File: src/rtl/eth_mac_conf_pkg.sv
// Shared types, register/vector bit positions and packing helpers for the
// runtime MAC configuration block.
package eth_mac_conf_pkg;

  typedef enum logic [1:0] {ST_IDLE, ST_QUIESCE, ST_APPLY} state_t;

  localparam logic [1:0] REG_MAC_LO = 2'd0;
  localparam logic [1:0] REG_MAC_HI = 2'd1;
  localparam logic [1:0] REG_TX     = 2'd2;
  localparam logic [1:0] REG_RX     = 2'd3;

  localparam int RB_EN     = 16;
  localparam int RB_VLAN   = 17;
  localparam int RB_JUMBO  = 18;
  localparam int RB_TX_DIC = 19;
  localparam int RB_RX_FLC = 19;
  localparam int RB_RX_LTC = 20;

  localparam int VB_MAC_LSB = 32;
  localparam int VB_LEN_LSB = 16;
  localparam int VB_DIC     = 10;
  localparam int VB_FLC     = 9;
  localparam int VB_LTC     = 8;
  localparam int VB_JUMBO   = 4;
  localparam int VB_VLAN    = 2;
  localparam int VB_EN      = 1;

  typedef struct packed {
    logic [47:0] mac;
    logic [14:0] tx_len;
    logic        tx_en;
    logic        tx_vlan;
    logic        tx_jumbo;
    logic        tx_dic;
    logic [14:0] rx_len;
    logic        rx_en;
    logic        rx_vlan;
    logic        rx_jumbo;
    logic        rx_flc_dis;
    logic        rx_ltc_dis;
  } port_cfg_t;

  function automatic logic [79:0] pack_vec(input logic [47:0] mac, input logic [14:0] len,
                                           input logic en, input logic vlan, input logic jumbo,
                                           input logic dic, input logic flc, input logic ltc);
    logic [79:0] v;
    v = '0;
    v[VB_MAC_LSB +: 48] = mac;
    v[VB_LEN_LSB +: 15] = len;
    v[VB_DIC]   = dic;
    v[VB_FLC]   = flc;
    v[VB_LTC]   = ltc;
    v[VB_JUMBO] = jumbo;
    v[VB_VLAN]  = vlan;
    v[VB_EN]    = en;
    return v;
  endfunction

  function automatic logic [79:0] default_vec(input logic [47:0] mac, input logic [14:0] max_len,
                                              input logic is_rx);
    return pack_vec(mac, max_len, 1'b1, 1'b1, 1'b1, 1'b0, is_rx, is_rx);
  endfunction

  function automatic port_cfg_t default_cfg(input logic [47:0] mac, input logic [14:0] max_len);
    port_cfg_t c;
    c.mac        = mac;
    c.tx_len     = max_len;
    c.tx_en      = 1'b1;
    c.tx_vlan    = 1'b1;
    c.tx_jumbo   = 1'b1;
    c.tx_dic     = 1'b0;
    c.rx_len     = max_len;
    c.rx_en      = 1'b1;
    c.rx_vlan    = 1'b1;
    c.rx_jumbo   = 1'b1;
    c.rx_flc_dis = 1'b1;
    c.rx_ltc_dis = 1'b1;
    return c;
  endfunction

  function automatic logic [79:0] tx_vec(input port_cfg_t c, input logic force_dis);
    return pack_vec(c.mac, c.tx_len, c.tx_en & ~force_dis, c.tx_vlan, c.tx_jumbo, c.tx_dic,
                    1'b0, 1'b0);
  endfunction

  function automatic logic [79:0] rx_vec(input port_cfg_t c, input logic force_dis);
    return pack_vec(c.mac, c.rx_len, c.rx_en & ~force_dis, c.rx_vlan, c.rx_jumbo, 1'b0,
                    c.rx_flc_dis, c.rx_ltc_dis);
  endfunction

  function automatic logic [31:0] cfg_read(input port_cfg_t c, input logic [1:0] sel);
    logic [31:0] d;
    d = '0;
    case (sel)
      REG_MAC_LO: d = c.mac[31:0];
      REG_MAC_HI: d[15:0] = c.mac[47:32];
      REG_TX: begin
        d[14:0]      = c.tx_len;
        d[RB_EN]     = c.tx_en;
        d[RB_VLAN]   = c.tx_vlan;
        d[RB_JUMBO]  = c.tx_jumbo;
        d[RB_TX_DIC] = c.tx_dic;
      end
      REG_RX: begin
        d[14:0]      = c.rx_len;
        d[RB_EN]     = c.rx_en;
        d[RB_VLAN]   = c.rx_vlan;
        d[RB_JUMBO]  = c.rx_jumbo;
        d[RB_RX_FLC] = c.rx_flc_dis;
        d[RB_RX_LTC] = c.rx_ltc_dis;
      end
    endcase
    return d;
  endfunction

  function automatic port_cfg_t cfg_write(input port_cfg_t c, input logic [1:0] sel,
                                          input logic [31:0] d);
    port_cfg_t n;
    n = c;
    case (sel)
      REG_MAC_LO: n.mac[31:0] = d;
      REG_MAC_HI: n.mac[47:32] = d[15:0];
      REG_TX: begin
        n.tx_len   = d[14:0];
        n.tx_en    = d[RB_EN];
        n.tx_vlan  = d[RB_VLAN];
        n.tx_jumbo = d[RB_JUMBO];
        n.tx_dic   = d[RB_TX_DIC];
      end
      REG_RX: begin
        n.rx_len     = d[14:0];
        n.rx_en      = d[RB_EN];
        n.rx_vlan    = d[RB_VLAN];
        n.rx_jumbo   = d[RB_JUMBO];
        n.rx_flc_dis = d[RB_RX_FLC];
        n.rx_ltc_dis = d[RB_RX_LTC];
      end
    endcase
    return n;
  endfunction

endpackage

File: src/rtl/eth_mac_conf_if.sv
// Host register/commit bus of the MAC configuration block.
interface eth_mac_conf_if #(
  parameter int NPORTS    = 2,
  parameter int QUIESCE_W = 8
);
  localparam int AW = $clog2(NPORTS) + 2;

  logic                 cfg_we;
  logic [AW-1:0]        cfg_addr;
  logic [31:0]          cfg_wdata;
  logic [31:0]          cfg_rdata;
  logic                 cfg_commit;
  logic [NPORTS-1:0]    cfg_commit_mask;
  logic [QUIESCE_W-1:0] quiesce_len;
  logic                 busy;
  logic                 commit_err;
  logic [15:0]          commit_cnt;

  modport master (
    output cfg_we, cfg_addr, cfg_wdata, cfg_commit, cfg_commit_mask, quiesce_len,
    input  cfg_rdata, busy, commit_err, commit_cnt
  );

  modport slave (
    input  cfg_we, cfg_addr, cfg_wdata, cfg_commit, cfg_commit_mask, quiesce_len,
    output cfg_rdata, busy, commit_err, commit_cnt
  );
endinterface

File: src/rtl/eth_mac_conf_port.sv
// One MAC port: shadow (host-visible) and active (MAC-driving) configuration,
// packed into the TX/RX configuration vectors.
module eth_mac_conf_port
  import eth_mac_conf_pkg::*;
#(
  parameter logic [47:0] MAC_RST     = 48'h001122334455,
  parameter logic [14:0] DEF_MAX_LEN = 15'd1518
) (
  input  logic        i_clk,
  input  logic        i_rst,
  input  logic        i_we,
  input  logic [1:0]  i_reg_sel,
  input  logic [31:0] i_wdata,
  input  logic        i_apply,
  input  logic        i_force_dis,
  output logic [31:0] o_rdata,
  output logic [79:0] o_tx_vec,
  output logic [79:0] o_rx_vec
);

  localparam port_cfg_t CFG_RST = default_cfg(MAC_RST, DEF_MAX_LEN);

  port_cfg_t r_shadow;
  port_cfg_t r_active;

  always_ff @(posedge i_clk) begin
    if (i_rst) begin
      r_shadow <= CFG_RST;
      r_active <= CFG_RST;
    end else begin
      // NOTE: non-blocking assignment means a write coinciding with apply is
      // not seen by r_active; the pre-write shadow is what gets applied.
      if (i_apply) r_active <= r_shadow;
      if (i_we)    r_shadow <= cfg_write(r_shadow, i_reg_sel, i_wdata);
    end
  end

  assign o_rdata  = cfg_read(r_shadow, i_reg_sel);
  assign o_tx_vec = tx_vec(r_active, i_force_dis);
  assign o_rx_vec = rx_vec(r_active, i_force_dis);

endmodule

File: src/rtl/eth_mac_conf_regs.sv
// Runtime MAC configuration: per-port shadow registers plus a commit FSM that
// quiesces the selected ports before loading shadow into the active vectors.
module eth_mac_conf_regs
  import eth_mac_conf_pkg::*;
#(
  parameter int                   NPORTS      = 2,
  parameter logic [47:0]          BASE_MAC    = 48'h001122334455,
  parameter logic [14:0]          DEF_MAX_LEN = 15'd1518,
  parameter int                   QUIESCE_W   = 8,
  parameter logic [QUIESCE_W-1:0] DEF_QUIESCE = 8'd16
) (
  input  logic                  clk156,
  input  logic                  sys_rst,
  eth_mac_conf_if.slave         cfg,
  output logic [80*NPORTS-1:0]  mac_tx_configuration_vector,
  output logic [80*NPORTS-1:0]  mac_rx_configuration_vector
);

  localparam int AW = $clog2(NPORTS) + 2;
  localparam int PW = (NPORTS > 1) ? $clog2(NPORTS) : 1;

  state_t               r_state;
  logic [NPORTS-1:0]    r_mask;
  logic [NPORTS-1:0]    r_force;
  logic [QUIESCE_W-1:0] r_qcnt;
  logic                 r_busy;
  logic                 r_err;
  logic                 r_apply;
  logic [15:0]          r_cnt;
  logic [31:0]          r_rdata;

  logic [AW-1:0] w_addr_port;
  logic [PW-1:0] w_port;
  logic          w_in_range;
  logic          w_accept;
  logic [31:0]   w_port_rdata [NPORTS];

  assign w_addr_port = cfg.cfg_addr >> 2;
  assign w_port      = w_addr_port[PW-1:0];
  assign w_in_range  = w_addr_port < AW'(NPORTS);
  assign w_accept    = cfg.cfg_commit && (r_state == ST_IDLE) && (|cfg.cfg_commit_mask);

  always_ff @(posedge clk156) begin
    if (sys_rst) begin
      r_state <= ST_IDLE;
      r_mask  <= '0;
      r_force <= '0;
      r_qcnt  <= DEF_QUIESCE;
      r_busy  <= 1'b0;
      r_err   <= 1'b0;
      r_apply <= 1'b0;
      r_cnt   <= '0;
    end else begin
      r_err <= cfg.cfg_commit && !w_accept;
      case (r_state)
        ST_IDLE: begin
          if (w_accept) begin
            r_state <= ST_QUIESCE;
            r_mask  <= cfg.cfg_commit_mask;
            r_force <= cfg.cfg_commit_mask;
            r_qcnt  <= cfg.quiesce_len;
            r_busy  <= 1'b1;
            r_cnt   <= r_cnt + 16'd1;
          end
        end
        ST_QUIESCE: begin
          // Length 0 still yields one quiesce cycle.
          if (r_qcnt == '0) begin
            r_state <= ST_APPLY;
            r_force <= '0;
            r_apply <= 1'b1;
          end else begin
            r_qcnt <= r_qcnt - 1'b1;
          end
        end
        ST_APPLY: begin
          r_state <= ST_IDLE;
          r_apply <= 1'b0;
          r_busy  <= 1'b0;
        end
        default: r_state <= ST_IDLE;
      endcase
    end
  end

  always_ff @(posedge clk156) begin
    if (sys_rst) r_rdata <= '0;
    else         r_rdata <= w_in_range ? w_port_rdata[w_port] : '0;
  end

  for (genvar p = 0; p < NPORTS; p++) begin : g_port
    eth_mac_conf_port #(
      .MAC_RST     (BASE_MAC + 48'(p)),
      .DEF_MAX_LEN (DEF_MAX_LEN)
    ) u_port (
      .i_clk       (clk156),
      .i_rst       (sys_rst),
      .i_we        (cfg.cfg_we && w_in_range && (w_port == PW'(p))),
      .i_reg_sel   (cfg.cfg_addr[1:0]),
      .i_wdata     (cfg.cfg_wdata),
      .i_apply     (r_apply && r_mask[p]),
      .i_force_dis (r_force[p]),
      .o_rdata     (w_port_rdata[p]),
      .o_tx_vec    (mac_tx_configuration_vector[80*p +: 80]),
      .o_rx_vec    (mac_rx_configuration_vector[80*p +: 80])
    );
  end

  assign cfg.cfg_rdata  = r_rdata;
  assign cfg.busy       = r_busy;
  assign cfg.commit_err = r_err;
  assign cfg.commit_cnt = r_cnt;

endmodule

File: src/flat_wrapper.sv
// flat-port wrapper written by rule: the top's interface ports become plain ports
module eth_mac_conf_regs_flat import eth_mac_conf_pkg::*;
#(
  parameter int                   NPORTS      = 2,
  parameter logic [47:0]          BASE_MAC    = 48'h001122334455,
  parameter logic [14:0]          DEF_MAX_LEN = 15'd1518,
  parameter int                   QUIESCE_W   = 8,
  parameter logic [QUIESCE_W-1:0] DEF_QUIESCE = 8'd16
)
  (clk156, sys_rst, mac_tx_configuration_vector, mac_rx_configuration_vector, cfg_cfg_we, cfg_cfg_addr, cfg_cfg_wdata, cfg_cfg_commit, cfg_cfg_commit_mask, cfg_quiesce_len, cfg_cfg_rdata, cfg_busy, cfg_commit_err, cfg_commit_cnt);
  eth_mac_conf_if #(.NPORTS(NPORTS), .QUIESCE_W(QUIESCE_W)) cfg_i ();
  input  logic clk156;
  input  logic sys_rst;
  output logic [80*NPORTS-1:0] mac_tx_configuration_vector;
  output logic [80*NPORTS-1:0] mac_rx_configuration_vector;
  input wire logic [$bits(cfg_i.cfg_we)-1:0] cfg_cfg_we;
  input wire logic [$bits(cfg_i.cfg_addr)-1:0] cfg_cfg_addr;
  input wire logic [$bits(cfg_i.cfg_wdata)-1:0] cfg_cfg_wdata;
  input wire logic [$bits(cfg_i.cfg_commit)-1:0] cfg_cfg_commit;
  input wire logic [$bits(cfg_i.cfg_commit_mask)-1:0] cfg_cfg_commit_mask;
  input wire logic [$bits(cfg_i.quiesce_len)-1:0] cfg_quiesce_len;
  output wire logic [$bits(cfg_i.cfg_rdata)-1:0] cfg_cfg_rdata;
  output wire logic [$bits(cfg_i.busy)-1:0] cfg_busy;
  output wire logic [$bits(cfg_i.commit_err)-1:0] cfg_commit_err;
  output wire logic [$bits(cfg_i.commit_cnt)-1:0] cfg_commit_cnt;
  assign cfg_i.cfg_we = cfg_cfg_we;
  assign cfg_i.cfg_addr = cfg_cfg_addr;
  assign cfg_i.cfg_wdata = cfg_cfg_wdata;
  assign cfg_i.cfg_commit = cfg_cfg_commit;
  assign cfg_i.cfg_commit_mask = cfg_cfg_commit_mask;
  assign cfg_i.quiesce_len = cfg_quiesce_len;
  assign cfg_cfg_rdata = cfg_i.cfg_rdata;
  assign cfg_busy = cfg_i.busy;
  assign cfg_commit_err = cfg_i.commit_err;
  assign cfg_commit_cnt = cfg_i.commit_cnt;
  eth_mac_conf_regs #(.NPORTS(NPORTS), .BASE_MAC(BASE_MAC), .DEF_MAX_LEN(DEF_MAX_LEN), .QUIESCE_W(QUIESCE_W), .DEF_QUIESCE(DEF_QUIESCE)) u_core (.clk156(clk156), .sys_rst(sys_rst), .cfg(cfg_i), .mac_tx_configuration_vector(mac_tx_configuration_vector), .mac_rx_configuration_vector(mac_rx_configuration_vector));
endmodule
File: config.mk
export PLATFORM = sky130hd
export DESIGN_NAME = eth_mac_conf_regs_flat
export DESIGN_NICKNAME = d
export VERILOG_FILES = /design/src/rtl/eth_mac_conf_pkg.sv /design/src/rtl/eth_mac_conf_if.sv /design/src/rtl/eth_mac_conf_port.sv /design/src/rtl/eth_mac_conf_regs.sv /design/src/flat_wrapper.sv
export SDC_FILE = /design/constraint.sdc
export NUM_CORES = 1
export LEC_CHECK = 0
export BUFFER_PORTS_ARGS = -buffer_cell sky130_fd_sc_hd__buf_2
export CAP_MARGIN = 20
export CORE_MARGIN = 2
export CORE_UTILIZATION = 35
export CTS_BUF_LIST = sky130_fd_sc_hd__clkbuf_4
export CTS_CLUSTER_DIAMETER = 40
export DETAILED_ROUTE_END_ITERATION = 12
export PLACE_DENSITY_LB_ADDON = 0.12
export SYNTH_ARGS = -nofsm -noshare
export SYNTH_HDL_FRONTEND = slang
export SYNTH_SLANG_ARGS = --single-unit
File: constraint.sdc
create_clock -name clk156 -period 4 [get_ports clk156]
set_input_delay 0.4 -clock clk156 [delete_from_list [all_inputs] [get_ports clk156]]
set_output_delay 0.4 -clock clk156 [all_outputs]
set_load 0.02 [all_outputs]
== Yosys cells after proc, flatten, opt, wreduce, memory -nomap -nowiden ==
Index checks and enable logic that the tools add are counted.

* Register bits after elaboration: 413
* Input bits: 49
* Output and inout bits: 370
* Word-level logic and storage cells: 137

* Add/sub/neg operators: 2
* Magnitude comparators: 2
* Equality and inequality tests: 8
* Multiplexer cells: 26
* Bitwise gates (word level): 9
* Reduce and logical (&&, ||, !) cells: 31

{| class="wikitable"
|+ Operators with widths
! kind !! number
|-
| $pmux W15 S4 || 2
|-
| $mux W32 || 3
|-
| $pmux W4 S3 || 2
|-
| $reduce_and A2 Y1 || 12
|-
| $mux W11 || 2
|-
| $add A16 B1 Y16 const B || 1
|-
| $mux W8 || 2
|-
| $pmux W8 S2 || 1
|-
| $pmux W1 S2 || 6
|-
| $logic_and A1 B1 Y1 || 8
|-
| $logic_not A8 Y1 || 1
|-
| $mux W2 || 4
|-
| $pmux W2 S2 || 2
|-
| $sub A8 B1 Y8 const B || 1
|-
| $eq A2 B2 Y1 const B || 3
|-
| $reduce_and A3 Y1 || 2
|-
| $reduce_bool A2 Y1 || 3
|-
| $and A1 B1 Y1 || 4
|-
| $eq A2 B1 Y1 const B || 2
|-
| $logic_not A2 Y1 || 2
|-
| $ne A2 B1 Y1 const B || 2
|-
| $not A1 Y1 || 4
|-
| $reduce_or A2 Y1 || 2
|-
| $ge A2 B2 Y1 const B || 1
|-
| 5 further kinds || 6
|}

== Logic depth before layout (Yosys ltp) ==
Gate-level depths: netlist (run 1).

* Word-level depth: 5
* Mapped depth: 9
* Depth with buffers taken out: 6

== Cells and area by module ==
A second synthesis (run 1) with hierarchy kept.

* Cell total of the unflattened synthesis: 2075
* Area total of the unflattened synthesis: 19608.8 µm²

{| class="wikitable"
|+ Modules (own cells, without submodules)
! module !! times used !! cells an instance !! area each (µm²) !! seq. area each (µm²)
|-
| eth_mac_conf_port at u_core.g_port[0].u_port || 1 || 887 || 8441.8 || 3483.3
|-
| eth_mac_conf_port at u_core.g_port[1].u_port || 1 || 887 || 8435.6 || 3483.3
|-
| eth_mac_conf_regs || 1 || 301 || 2731.4 || 1301.2
|}

== Worst setup path before layout (run 1) ==
OpenSTA, ideal clock, no wires.

* Kind: in2reg
* From: input port cfg_cfg_addr[0]
* To: register u_core.g_port[1].u_port.r_shadow[23] (netlist name)
* Setup time: 122 ps
* Arrival time: 1989 ps
* Data required time: 3878 ps
* Setup slack: 1888 ps
* Cell stages on the path: 9
* Buffers on the path: 4
* Cells stage by stage: inv_1 ha_1 clkbuf_1 clkbuf_1 clkbuf_1 nand3_1 clkbuf_1 nand2_1 nand3b_1

* Cells in the longest elaborated chain, start to end: 2

{| class="wikitable"
|+ Ends and longest elaborated chain
! what !! line !! text
|-
| start: declaration || flat_wrapper.sv:17 || <nowiki>input wire logic [$bits(cfg_i.cfg_addr)-1:0] cfg_cfg_addr;</nowiki>
|-
| $eq A2 B2 Y1 || eth_mac_conf_pkg.sv:120 || <nowiki>case (sel)</nowiki>
|-
| $reduce_and A2 Y1 (no line) || - ||
|-
| end signal: assignment || eth_mac_conf_port.sv:34 || <nowiki>if (i_we) r_shadow <= cfg_write(r_shadow, i_reg_sel, i_wdata);</nowiki>
|-
| end: declaration || eth_mac_conf_port.sv:23 || <nowiki>port_cfg_t r_shadow;</nowiki>
|}

No other way between the ends.
A chain may end at the register's enable or synchronous reset.

== Worst setup path after layout (run 1) ==
* From: input port cfg_cfg_addr[0]
* To: register u_core.g_port[1].u_port.r_shadow[37] (netlist name)

Same word-level chain as after synthesis.

==> results of run 1 <==
[layout make-up]
type | count | area share
diodes | 3 | 0.000370
clock buffers | 177 | 0.0655
clock inverters | 38 | 0.0127
inverters | 35 | 0.00648
multi-input cells | 1365 | 0.348
flip-flops and latches | 413 | 0.408
well taps | 680 | 0.0419
repair buffers | 421 | 0.118
[worst max path at each step]
stage / startpoint / end / slack, ps / cells after the start
5_1_grt: cfg_cfg_addr[0] / u_core.g_port[1].u_port.r_shadow[36] / 1280 / 7
2_1_floorplan: cfg_cfg_addr[0] / u_core.g_port[1].u_port.r_shadow[23] / 1890 / 9
3_3_place_gp: cfg_cfg_addr[0] / u_core.g_port[1].u_port.r_shadow[38] / 1100 / 6
6_report: cfg_cfg_addr[0] / u_core.g_port[1].u_port.r_shadow[37] / 1320 / 7
3_5_place_dp: cfg_cfg_addr[0] / u_core.g_port[1].u_port.r_shadow[37] / 1060 / 6
4_1_cts: cfg_cfg_addr[0] / u_core.g_port[1].u_port.r_shadow[37] / 1440 / 7
[cells in the mapped netlist, types with 8 or more instances]
cell type and number:
inv_1 35, nor2_1 65, mux2i_1 11, a22oi_1 10, nand2_1 681, clkbuf_1 131
ha_1 8, buf_4 331, nand3b_1 128, mux4_2 15, buf_1 9, a21oi_1 228
a211o_1 24, nand3_1 19, dfxtp_1 413, a222oi_1 30
[power by group through the flow]
stage	registers, mW	clock network (mW)	logic [mW]
floorplan	4.36	0	0.471
CTS	4.27	4.26	0.684
finish	4.27	4.15	0.683
detailed placement	4.37	0	0.645
global placement	4.36	0	0.639
global route	4.28	4.50	0.738
[sequential cells by signal, summed over array words and instances, names as in the netlist]
signal                         flops
u_core.r_mask                      2
u_core.cfg.commit_err              1
u_core.r_force                     2
u_core.g_port.u_port.o_tx_vec     36
u_core.g_port.u_port.r_shadow    174
u_core.r_state                     2
u_core.g_port.u_port.r_active      4
u_core.r_qcnt                      8
u_core.r_apply                     1
u_core.cfg.busy                    1
u_core.cfg.cfg_rdata              32
u_core.g_port.u_port.o_rx_vec    134
u_core.cfg.commit_cnt             16
[cells by family after synthesis]
family                     after synthesis  share of synthesized area
and+or+nand+nor                        950                      0.233
buffers and inverters                  511                      0.173
DFF                                    413                      0.453
AOI/OAI and AO/OA                      324                      0.107
muxes                                   26                     0.0245
adders and majority gates                8                    0.00548
xor gates and xnor gates                 7                    0.00336
other                                    1                   0.000205
[critical path: cells and delay by family]
family / cells / cell delay, ps
AND/OR/NAND/NOR: 2 / 1180
adder cells (fa/ha/maj): 1 / 900
buffers and inverters: 3 / 790
AO/OA/AOI/OAI: 1 / 110
[per-layer routing]
metal	GRT usage	wire, um
met1	0.287	26900
met2	0.352	29000
met4	0.0605	1210
met3	0.0495	4020
met5	0	0
[through the flow]
stage          hold slack, ps  setup slack [ps]  power, mW  instance area (um^2)  instances
6_report                 56.2              1320       9.10                 20300       3132
2_1_floorplan             429              1890       4.83                 18400       2289
4_1_cts                  31.0              1440       9.21                 20300       3129
5_1_grt                  64.7              1280       9.51                 20300       3132
3_5_place_dp              449              1060       5.01                 18200       2869
3_3_place_gp              443              1100       5.00                 18200       2869
==> key figures, run 1 <==
Detailed routing
  • Initial DRC count: 1249
  • Via Count: 15167
  • ANT nets after route: 0
  • Drt total wl: 61100 um
  • WL/cell: just under 20 um
  • TritonRoute pass-1 iters: 9
  • DRC viols: 0
  • Vias per cell: 4.84

Final layout
  • Syn-to-layout area delta: 11.1%
  • Register area: 8270 um^2
  • Final design utilization: 0.395
  • Final Net Count: 2410
  • Commonest non-fill, non-tap cell in the layout: nand2_1
  • Layout fillers: 5410
  • Area occupied by multi-input gates: 7050 um^2
  • Layout cell share with drive strength beyond 1: 0.244
  • Commonest non-fill, non-tap cells in the layout: nand2_1 (679), dfxtp_1 (413), buf_2 (367)

Critical path
  • Crit path kind: input port to register
  • Cells along the critical path: dlygate4sd3_1 > buf_2 > inv_1 > ha_2 > nand3_1 > nand2_1 > a21oi_1
  • Max incr delay on CP: roughly 910 ps
  • Critical Path RT: 4720 ps
  • Slowest-stage cell, CP: nand3_1
  • Reg2reg start: u_core.r_qcnt[0]
  • CP endpoint kind: register
  • Maximum fanout along the worst path: 42
  • CP Launch Type: input port
  • Cells on worst reg2reg path: 6
  • Critical path arrival: approximately 3400 ps
  • Reg2reg setup slack: ~1900 ps
  • Reg2Reg Capture Point: u_core.r_qcnt[4]

Pwr
  • Combinational share of power: 0.075
  • Switch share: 0.264
  • VDD IR max: 0.190 mV
  • Clock Power Share: 0.455
  • Pleak: 8.75 nW
  • Seq pwr share: 0.470
  • Power Density: 449 nW/um^2
  • Net Switching: 2.40 mW
  • Pint: between 6 and 7 mW

Placement
  • Placer's final routability congestion estimate: 0.841
  • Hpwl dp: 40100 um
  • Buffers added on ports: ~370

Hold path
  • Worst Hold Path EP: u_core.cfg.cfg_rdata[6]
  • Hold_sp: sys_rst
  • Number of cells on the worst hold path: 2
  • Worst Hold Class: input port to register

Global routing
  • Vias in the first global route: 14138
  • Tot GR Track Use: 0.217
  • Largest net degree at the start of global routing: roughly 160
  • Grt total ovfl: 0
  • First-pass GRT wire length: 88500 um
  • Initial antenna violation count: 2

Synthesis
  • Seq/Total Area, Yosys: 0.453
  • Top post-synthesis cells by area: dfxtp_1 (45%), nand2_1 (14%), buf_4 (14%)
  • Number of synthesized flops with an enable pin: 0
  • Synthesized area: ~18000 um^2
  • Yosys top cell area share: 0.453
  • YS warnings: 0
  • Mapped Cells: 2240
  • Library cells used by synthesis: 53
  • Synthesized flop and latch total: 413
  • Main flop type after synthesis: dfxtp_1
  • Cell taking the most area after synthesis: dfxtp_1
  • Avg Cell Area, Syn: roughly 8.2 um^2
  • Ys async rst share: 0

Timing
  • RSZ-0062 raised after global routing: false
  • Crit share post-route: 0.671
  • Setup TNS: 0 ps
  • Tmin final: 2680 ps
  • Final setup fails: 0
  • Worst slew pin tran: 1090 ps
  • Pins Over Slew Limit: 0
  • Max Fclk: 372 MHz
  • Relative slew slack: 0.274
  • Final Hold Violating Endpoints: 0
  • Max Clock Skew: 53.9 ps

CTS
  • CTS buffer count: about 120
  • Worst-Skew Late Latency: 870 ps
  • Clk pin slew, worst setup/hold paths: 60 ps
  • Clock buffer depth: 3
  • Post-CTS setup buffers: 0
  • Clock root buffer master: clkbuf_4
  • Sink Count: around 410
  • H-Tree Level Count: 3
  • Hold Buf Count CTS: 45
  • Post-CTS sizing: 0
  • CTS tree: done

Floorplanning
  • FP Rows: 83
  • Initial core utilization: 0.355
  • Core area: a little over 50000 um^2
  • Die span in x: about 230 um
  • Top-level port count: 419
  • Die ar.: 54000 um^2
  • Die height: 232 um

Flow run
  • # Max-Cap Violations: 0

Run status
  • Status: complete, no violations
Note: power is estimated with default switching activity, not from simulation.
==> inputs of run 2 (changes only) <==
Clock period 4 ns to 2.5 ns, I/O delays scaled along.
==> run 2 against run 1 <==
Clock skew fell by 5.4 ps. Sequential cell count did not move. Largest power group unchanged. Register-to-register slack got worse by 1400 ps. Non-clock buffer count rose by 47. Critical endpoint is now u_core.g_port[1].u_port.r_shadow[68]. Final cell count rose by 1.2%. Die area did not move. Core utilization rose by 0.63 points. Setup slack got worse by 900 ps.
==> key figures, run 2 (synthesis results as in run 1) <==
Hold path
  • Hold_sp: cfg_cfg_wdata[25] (was sys_rst)
  • Number of cells on the worst hold path: 4 (was 2)
  • Worst Hold Path EP: u_core.g_port[0].u_port.r_shadow[64] (was u_core.cfg.cfg_rdata[6])
  • Worst Hold Class: input port to register (unchanged)

CTS
  • Clock root buffer master: clkbuf_4 (unchanged)
  • Clock buffer depth: 3 (unchanged)
  • Post-CTS setup buffers: 0 (unchanged)
  • Hold Buf Count CTS: 51 (was 45)
  • Sink Count: 413 (unchanged)
  • Worst-Skew Late Latency: 850 ps (was 870 ps)
  • Post-CTS sizing: 0 (unchanged)
  • CTS buffer count: 115 (was 117)
  • Clk pin slew, worst setup/hold paths: 60 ps (about the same)
  • H-Tree Level Count: 3 (unchanged)
  • CTS tree: done (unchanged)

Detailed routing
  • TritonRoute pass-1 iters: 8 (was 9)
  • WL/cell: 19.4 um (was 19.5 um)
  • Drt total wl: 61500 um (was 61100 um)
  • ANT nets after route: 0 (unchanged)
  • Vias per cell: 4.90 (was 4.84)
  • DRC viols: 0 (unchanged)
  • Via Count: 15513 (was 15167)
  • Initial DRC count: 1365 (was 1249)

Critical path
  • Reg2reg start: u_core.r_state[1] (was u_core.r_qcnt[0])
  • Maximum fanout along the worst path: 15 (was 42)
  • Reg2Reg Capture Point: u_core.cfg.commit_cnt[15] (was u_core.r_qcnt[4])
  • Slowest-stage cell, CP: dlygate4sd3_1 (was nand3_1)
  • CP Buf/Inv Count: 5 (was 3)
  • CP endpoint kind: register (unchanged)
  • Max incr delay on CP: 550 ps (was 910 ps)
  • Reg2reg setup slack: 510 ps (was 1880 ps)
  • CP dominant cell by count: dlygate4sd3_1
  • CP Launch Type: input port (unchanged)
  • Critical path arrival: 2880 ps (was 3400 ps)
  • Cells on worst reg2reg path: 4 (was 6)
  • Cells along the critical path: dlygate4sd3_1 > buf_2 > inv_1 > ha_2 > and3_2 > buf_4 > nand2_1 > nand3b_1 > dlygate4sd3_1 (was dlygate4sd3_1 > buf_2 > inv_1 > ha_2 > nand3_1 > nand2_1 > a21oi_1)
  • Crit path max-delay family: buffers and inverters (was simple AND/OR/NAND/NOR gates)
  • Critical Path RT: 3290 ps (was 4720 ps)
  • Crit path kind: input port to register (unchanged)

Timing
  • Crit share post-route: 0.835
  • Worst slew pin tran: 892 ps (was 1090 ps)
  • Setup TNS: 0 ps (unchanged)
  • Final Hold Violating Endpoints: 0 (unchanged)
  • Tmin final: about 2100 ps
  • Max Fclk: 479 MHz
  • Max Clock Skew: 48.4 ps (was 53.9 ps)
  • Pins Over Slew Limit: 0 (unchanged)
  • Relative slew slack: 0.404 (was 0.274)
  • RSZ-0062 raised after global routing: false (unchanged)
  • WHS: 194 ps (was 56.2 ps)
  • Final setup fails: 0 (unchanged)

Final layout
  • Final Net Count: 2455 (was 2410)
  • Biggest register: u_core.g_port.u_port.r_shadow (unchanged)
  • Syn-to-layout area delta: 12.8% (was 11.1%)
  • Non-Filler Instances: 3169 (was 3132)
  • Commonest non-fill, non-tap cells in the layout: nand2_1 (679), dfxtp_1 (413), buf_2 (367) (unchanged)
  • Commonest non-fill, non-tap cell in the layout: nand2_1 (unchanged)
  • Max FFs per register: 174 (unchanged)
  • Final design utilization: 0.401 (was 0.395)
  • Layout cell share with drive strength beyond 1: 0.255 (was 0.244)
  • Layout fillers: 5419 (was 5410)

Flow run
  • # Max-Cap Violations: 0 (unchanged)

Floorplanning
  • Initial core utilization: 0.355 (unchanged)
  • Die span in x: 232 um (unchanged)
  • Core area: 51400 um^2 (unchanged)
  • FP Rows: 83 (unchanged)
  • Die ar.: 54000 um^2 (unchanged)
  • Top-level port count: 419 (unchanged)
  • Die height: 232 um (unchanged)

Placement
  • Placer's final routability congestion estimate: 0.827 (was 0.841)
  • Buffers added on ports: 368 (unchanged)
  • Placed cells: 2910 (was 2869)
  • Hpwl dp: 42600 um (was 40100 um)

Run status
  • Status: complete, no violations (unchanged)

Global routing
  • Tot GR Track Use: 0.220 (was 0.217)
  • Initial antenna violation count: 2 (unchanged)
  • First-pass GRT wire length: 90100 um (was 88500 um)
  • Largest net degree at the start of global routing: 139 (was 159)
  • Vias in the first global route: 14459 (was 14138)
  • Grt total ovfl: 0 (unchanged)

Pwr
  • VDD IR max: 0.280 mV (was 0.190 mV)
  • Power Density: 688 nW/um^2 (was 449 nW/um^2)
  • Pleak: 8.94 nW (was 8.75 nW)
-- run 2: cell types whose count changed in the layout (fill, tap and decap cells not counted), sizes merged --
cell / delta
bufinv: -3
inv: +1
clkinv: -4
diode: -2
buf: +41
dlygate4sd3: +6
clkbuf: -2
-- run 2: how the worst max path moves through the flow --
stage                                 start                              endpoint  slack, ps  cells past startpoint
final                       cfg_cfg_addr[1]  u_core.g_port[1].u_port.r_shadow[68]        410                      9
after global routing        cfg_cfg_addr[1]  u_core.g_port[1].u_port.r_shadow[68]        360                      9
after CTS                 u_core.r_force[0]        mac_rx_configuration_vector[1]        460                      2
after detailed placement    cfg_cfg_addr[0]              u_core.cfg.cfg_rdata[10]        420                      6
after global placement      cfg_cfg_addr[0]              u_core.cfg.cfg_rdata[10]        460                      6
after floorplan             cfg_cfg_addr[0]  u_core.g_port[1].u_port.r_shadow[23]        540                      9
-- run 2: metrics by stage --
step	setup WS, ps	power, mW	cell area (um^2)
floorplan	538	7.73	18400
global placement	458	8.05	18600
detailed placement	417	8.06	18600
CTS	459	14.4	20600
global route	358	14.9	20600
finish	413	14.2	20600
-- run 2: power by group --
part | internal [mW] | switching (mW)
Combinational | 0.411 | 0.722
Sequential | 6.72 | 0.133
Clock | 3.27 | 2.92
-- run 2: routing by layer --
| layer | routed length, um | global-route usage |
|---|---|---|
| met1 | 26800 | 0.290 |
| met2 | 29200 | 0.359 |
| met3 | 4250 | 0.0464 |
| met4 | 1210 | 0.0695 |
| met5 | 11 | 0 |
-- run 2: final cells by class --
cell class | count | area [um^2] | share of cell area
Sequential cell | 413 | 8270 | 0.401
Multi-Input combinational cell | 1365 | 7050 | 0.342
Timing Repair Buffer | 468 | 2830 | 0.137
Clock buffer | 175 | 1310 | 0.0638
Tap cell | 680 | 851 | 0.0413
Clock inverter | 32 | 158 | 0.00765
Inverter | 35 | 131 | 0.00638
Antenna cell | 1 | 2.50 | 0.000121
-- run 2: worst register-to-register path, delay by kind of cell, from the launching register on --
family | cells | cell delay (ps)
compound gates | 1 | 150
simple gates | 3 | 1410
flops | 1 | 360
==> inputs of run 3 (changes only) <==
Clock period 2.5 ns to 1.99 ns, I/O delays scaled along.
==> run 3 against run 2 <==
The run now ends with negative setup slack left. Worst hold slack got worse by 34 ps. Clock-buffer cell count fell by 1. Design area rose by 1.9%. Critical endpoint unchanged. Largest cell class unchanged.
==> key figures, run 3 (synthesis results as in run 1) <==
Pwr
  • Pleak: 9.13 nW (was 8.94 nW)
  • VDD IR max: 0.408 mV (was 0.280 mV)
  • Power Density: 853 nW/um^2 (was 688 nW/um^2)

Timing
  • Max Fclk: around 500 MHz
  • Crit share post-route: 1.01
  • Final Hold Violating Endpoints: 0 (unchanged)
  • Final setup fails: 1 (was 0)
  • RSZ-0062 raised after global routing: false (unchanged)
  • Pins Over Slew Limit: 0 (unchanged)
  • Final worst slack: -18.1 ps (was 413 ps)
  • Max Clock Skew: 24.5 ps (was 48.4 ps)
  • WHS: 160 ps (was 194 ps)
  • Worst slew pin tran: 642 ps (was 892 ps)
  • Tmin final: 2010 ps
  • Relative slew slack: 0.572 (was 0.404)

CTS
  • Sink Count: 413 (unchanged)
  • CTS tree: done (unchanged)
  • Worst-Skew Late Latency: 830 ps (was 850 ps)
  • CTS buffer count: 115 (unchanged)
  • Clk pin slew, worst setup/hold paths: 60 ps (about the same)
  • Clock buffer depth: 3 (unchanged)
  • H-Tree Level Count: 3 (unchanged)
  • Clock root buffer master: clkbuf_4 (unchanged)

Critical path
  • Setup crit start: cfg_cfg_addr[1] (unchanged)
  • Critical Path RT: 2760 ps (was 3290 ps)
  • Maximum fanout along the worst path: 5 (was 15)
  • Critical path arrival: 2780 ps (was 2880 ps)
  • Crit path kind: input port to register (unchanged)
  • CP endpoint kind: register (unchanged)
  • Cells on worst reg2reg path: 4 (unchanged)
  • CP Launch Type: input port (unchanged)
  • Reg2reg start: u_core.r_state[1] (unchanged)

Global routing
  • Tot GR Track Use: 0.224 (was 0.220)
  • Vias in the first global route: 14905 (was 14459)
  • Largest net degree at the start of global routing: 113 (was 139)
  • Grt total ovfl: 0 (unchanged)
  • Initial antenna violation count: 3 (was 2)
  • First-pass GRT wire length: 91600 um (was 90100 um)

Final layout
  • Layout cell share with drive strength beyond 1: 0.262 (was 0.255)
  • Final design utilization: 0.408 (was 0.401)
  • Biggest register: u_core.g_port.u_port.r_shadow (unchanged)
  • Commonest non-fill, non-tap cell in the layout: nand2_1 (unchanged)
  • Commonest non-fill, non-tap cells in the layout: nand2_1 (679), dfxtp_1 (413), buf_2 (367) (unchanged)
  • Layout fillers: 5375 (was 5419)
  • Non-Filler Instances: 3202 (was 3169)
  • Max FFs per register: 174 (unchanged)
  • Syn-to-layout area delta: 15.0% (was 12.8%)
  • Final Net Count: 2489 (was 2455)

Detailed routing
  • WL/cell: 19.4 um (about the same)
  • Initial DRC count: 1361 (was 1365)
  • Vias per cell: 4.87 (was 4.90)
  • DRC viols: 0 (unchanged)
  • ANT nets after route: 0 (unchanged)
  • Via Count: 15600 (was 15513)
  • Drt total wl: 62200 um (was 61500 um)
  • TritonRoute pass-1 iters: 6 (was 8)

Flow run
  • # Max-Cap Violations: 0 (unchanged)

Run status
  • Failing checks: negative setup slack
  • Status: finished, violations left (was complete, no violations)

Floorplanning
  • Top-level port count: 419 (unchanged)
  • Die ar.: 54000 um^2 (unchanged)
  • Core area: 51400 um^2 (unchanged)
  • Die span in x: 232 um (unchanged)
  • Die height: 232 um (unchanged)
  • Initial core utilization: 0.355 (unchanged)
  • FP Rows: 83 (unchanged)

Placement
  • Hpwl dp: 43700 um (was 42600 um)
  • Placed cells: 2938 (was 2910)
  • Buffers added on ports: 368 (unchanged)
  • Placer's final routability congestion estimate: 0.814 (was 0.827)

Hold path
  • Worst Hold Class: input port to register (unchanged)
  • Number of cells on the worst hold path: 4 (unchanged)
  • Hold_sp: cfg_cfg_wdata[21] (was cfg_cfg_wdata[25])
==> run 3: final timing paths <==
| path | slack [ps] | to |
|---|---|---|
| worst min-delay path | 160 | u_core.g_port[0].u_port.r_shadow[60] |
| worst max register to register | 110 | u_core.cfg.commit_cnt[15] |
| worst max-delay path | -20 | u_core.g_port[1].u_port.r_shadow[68] |
| worst min register to register | 450 | u_core.cfg.busy |
==> run 3: routing by layer <==
layer / wire, um / global-route usage / vias up
met2: 29900 / 0.372 / 563
met4: 1210 / 0.0649 / 0
li1: - / - / 7447
met5: 0 / 0 / -
met3: 4060 / 0.0495 / 92
met1: 27000 / 0.291 / 7498
==> run 3: where the power goes <==
group | internal, mW | total, mW | switching (mW)
Combinational | 0.555 | 1.47 | 0.918
Clock | 4.21 | 7.84 | 3.63
Sequential | 8.44 | 8.60 | 0.160
==> run 3: final cells by class <==
cell class | count | area (um^2) | share of cell area
Antenna cell | 4 | 10.0 | 0.000477
Sequential cell | 413 | 8270 | 0.394
Clock inverter | 29 | 165 | 0.00787
Timing Repair Buffer | 502 | 3210 | 0.153
Tap cell | 680 | 851 | 0.0405
Clock buffer | 174 | 1310 | 0.0622
Inverter | 35 | 131 | 0.00626
Multi-Input combinational cell | 1365 | 7060 | 0.336
==> run 3: metrics by stage <==
step | cell area [um^2] | TNS (ps) | total power, mW | worst slack [ps]
detailed placement | 18900 | 0 | 10.2 | 109
floorplan | 18400 | 0 | 9.71 | 79.4
finish | 21000 | -18.1 | 17.9 | -18.1
global placement | 18900 | 0 | 10.1 | 111
global route | 21000 | 0 | 18.8 | 8.70
CTS | 21000 | 0 | 18.2 | 0.332
==> run 3: critical path: stages <==
cell and delay [ps]:
buf_2 110, dlygate4sd3_1 580, inv_1 120, ha_2 250, and3_4 240, nand2_1 60, dlygate4sd3_1 560, nand3b_1 90
dlygate4sd3_1 560
==> run 3: timing repair <==
item	4_1_cts	5_1_grt
hold buffers	55	0
buffers inserted	0	2
setup endpoints to repair	0	5
resized for setup	0	3
endpoints found under the hold margin	284	0
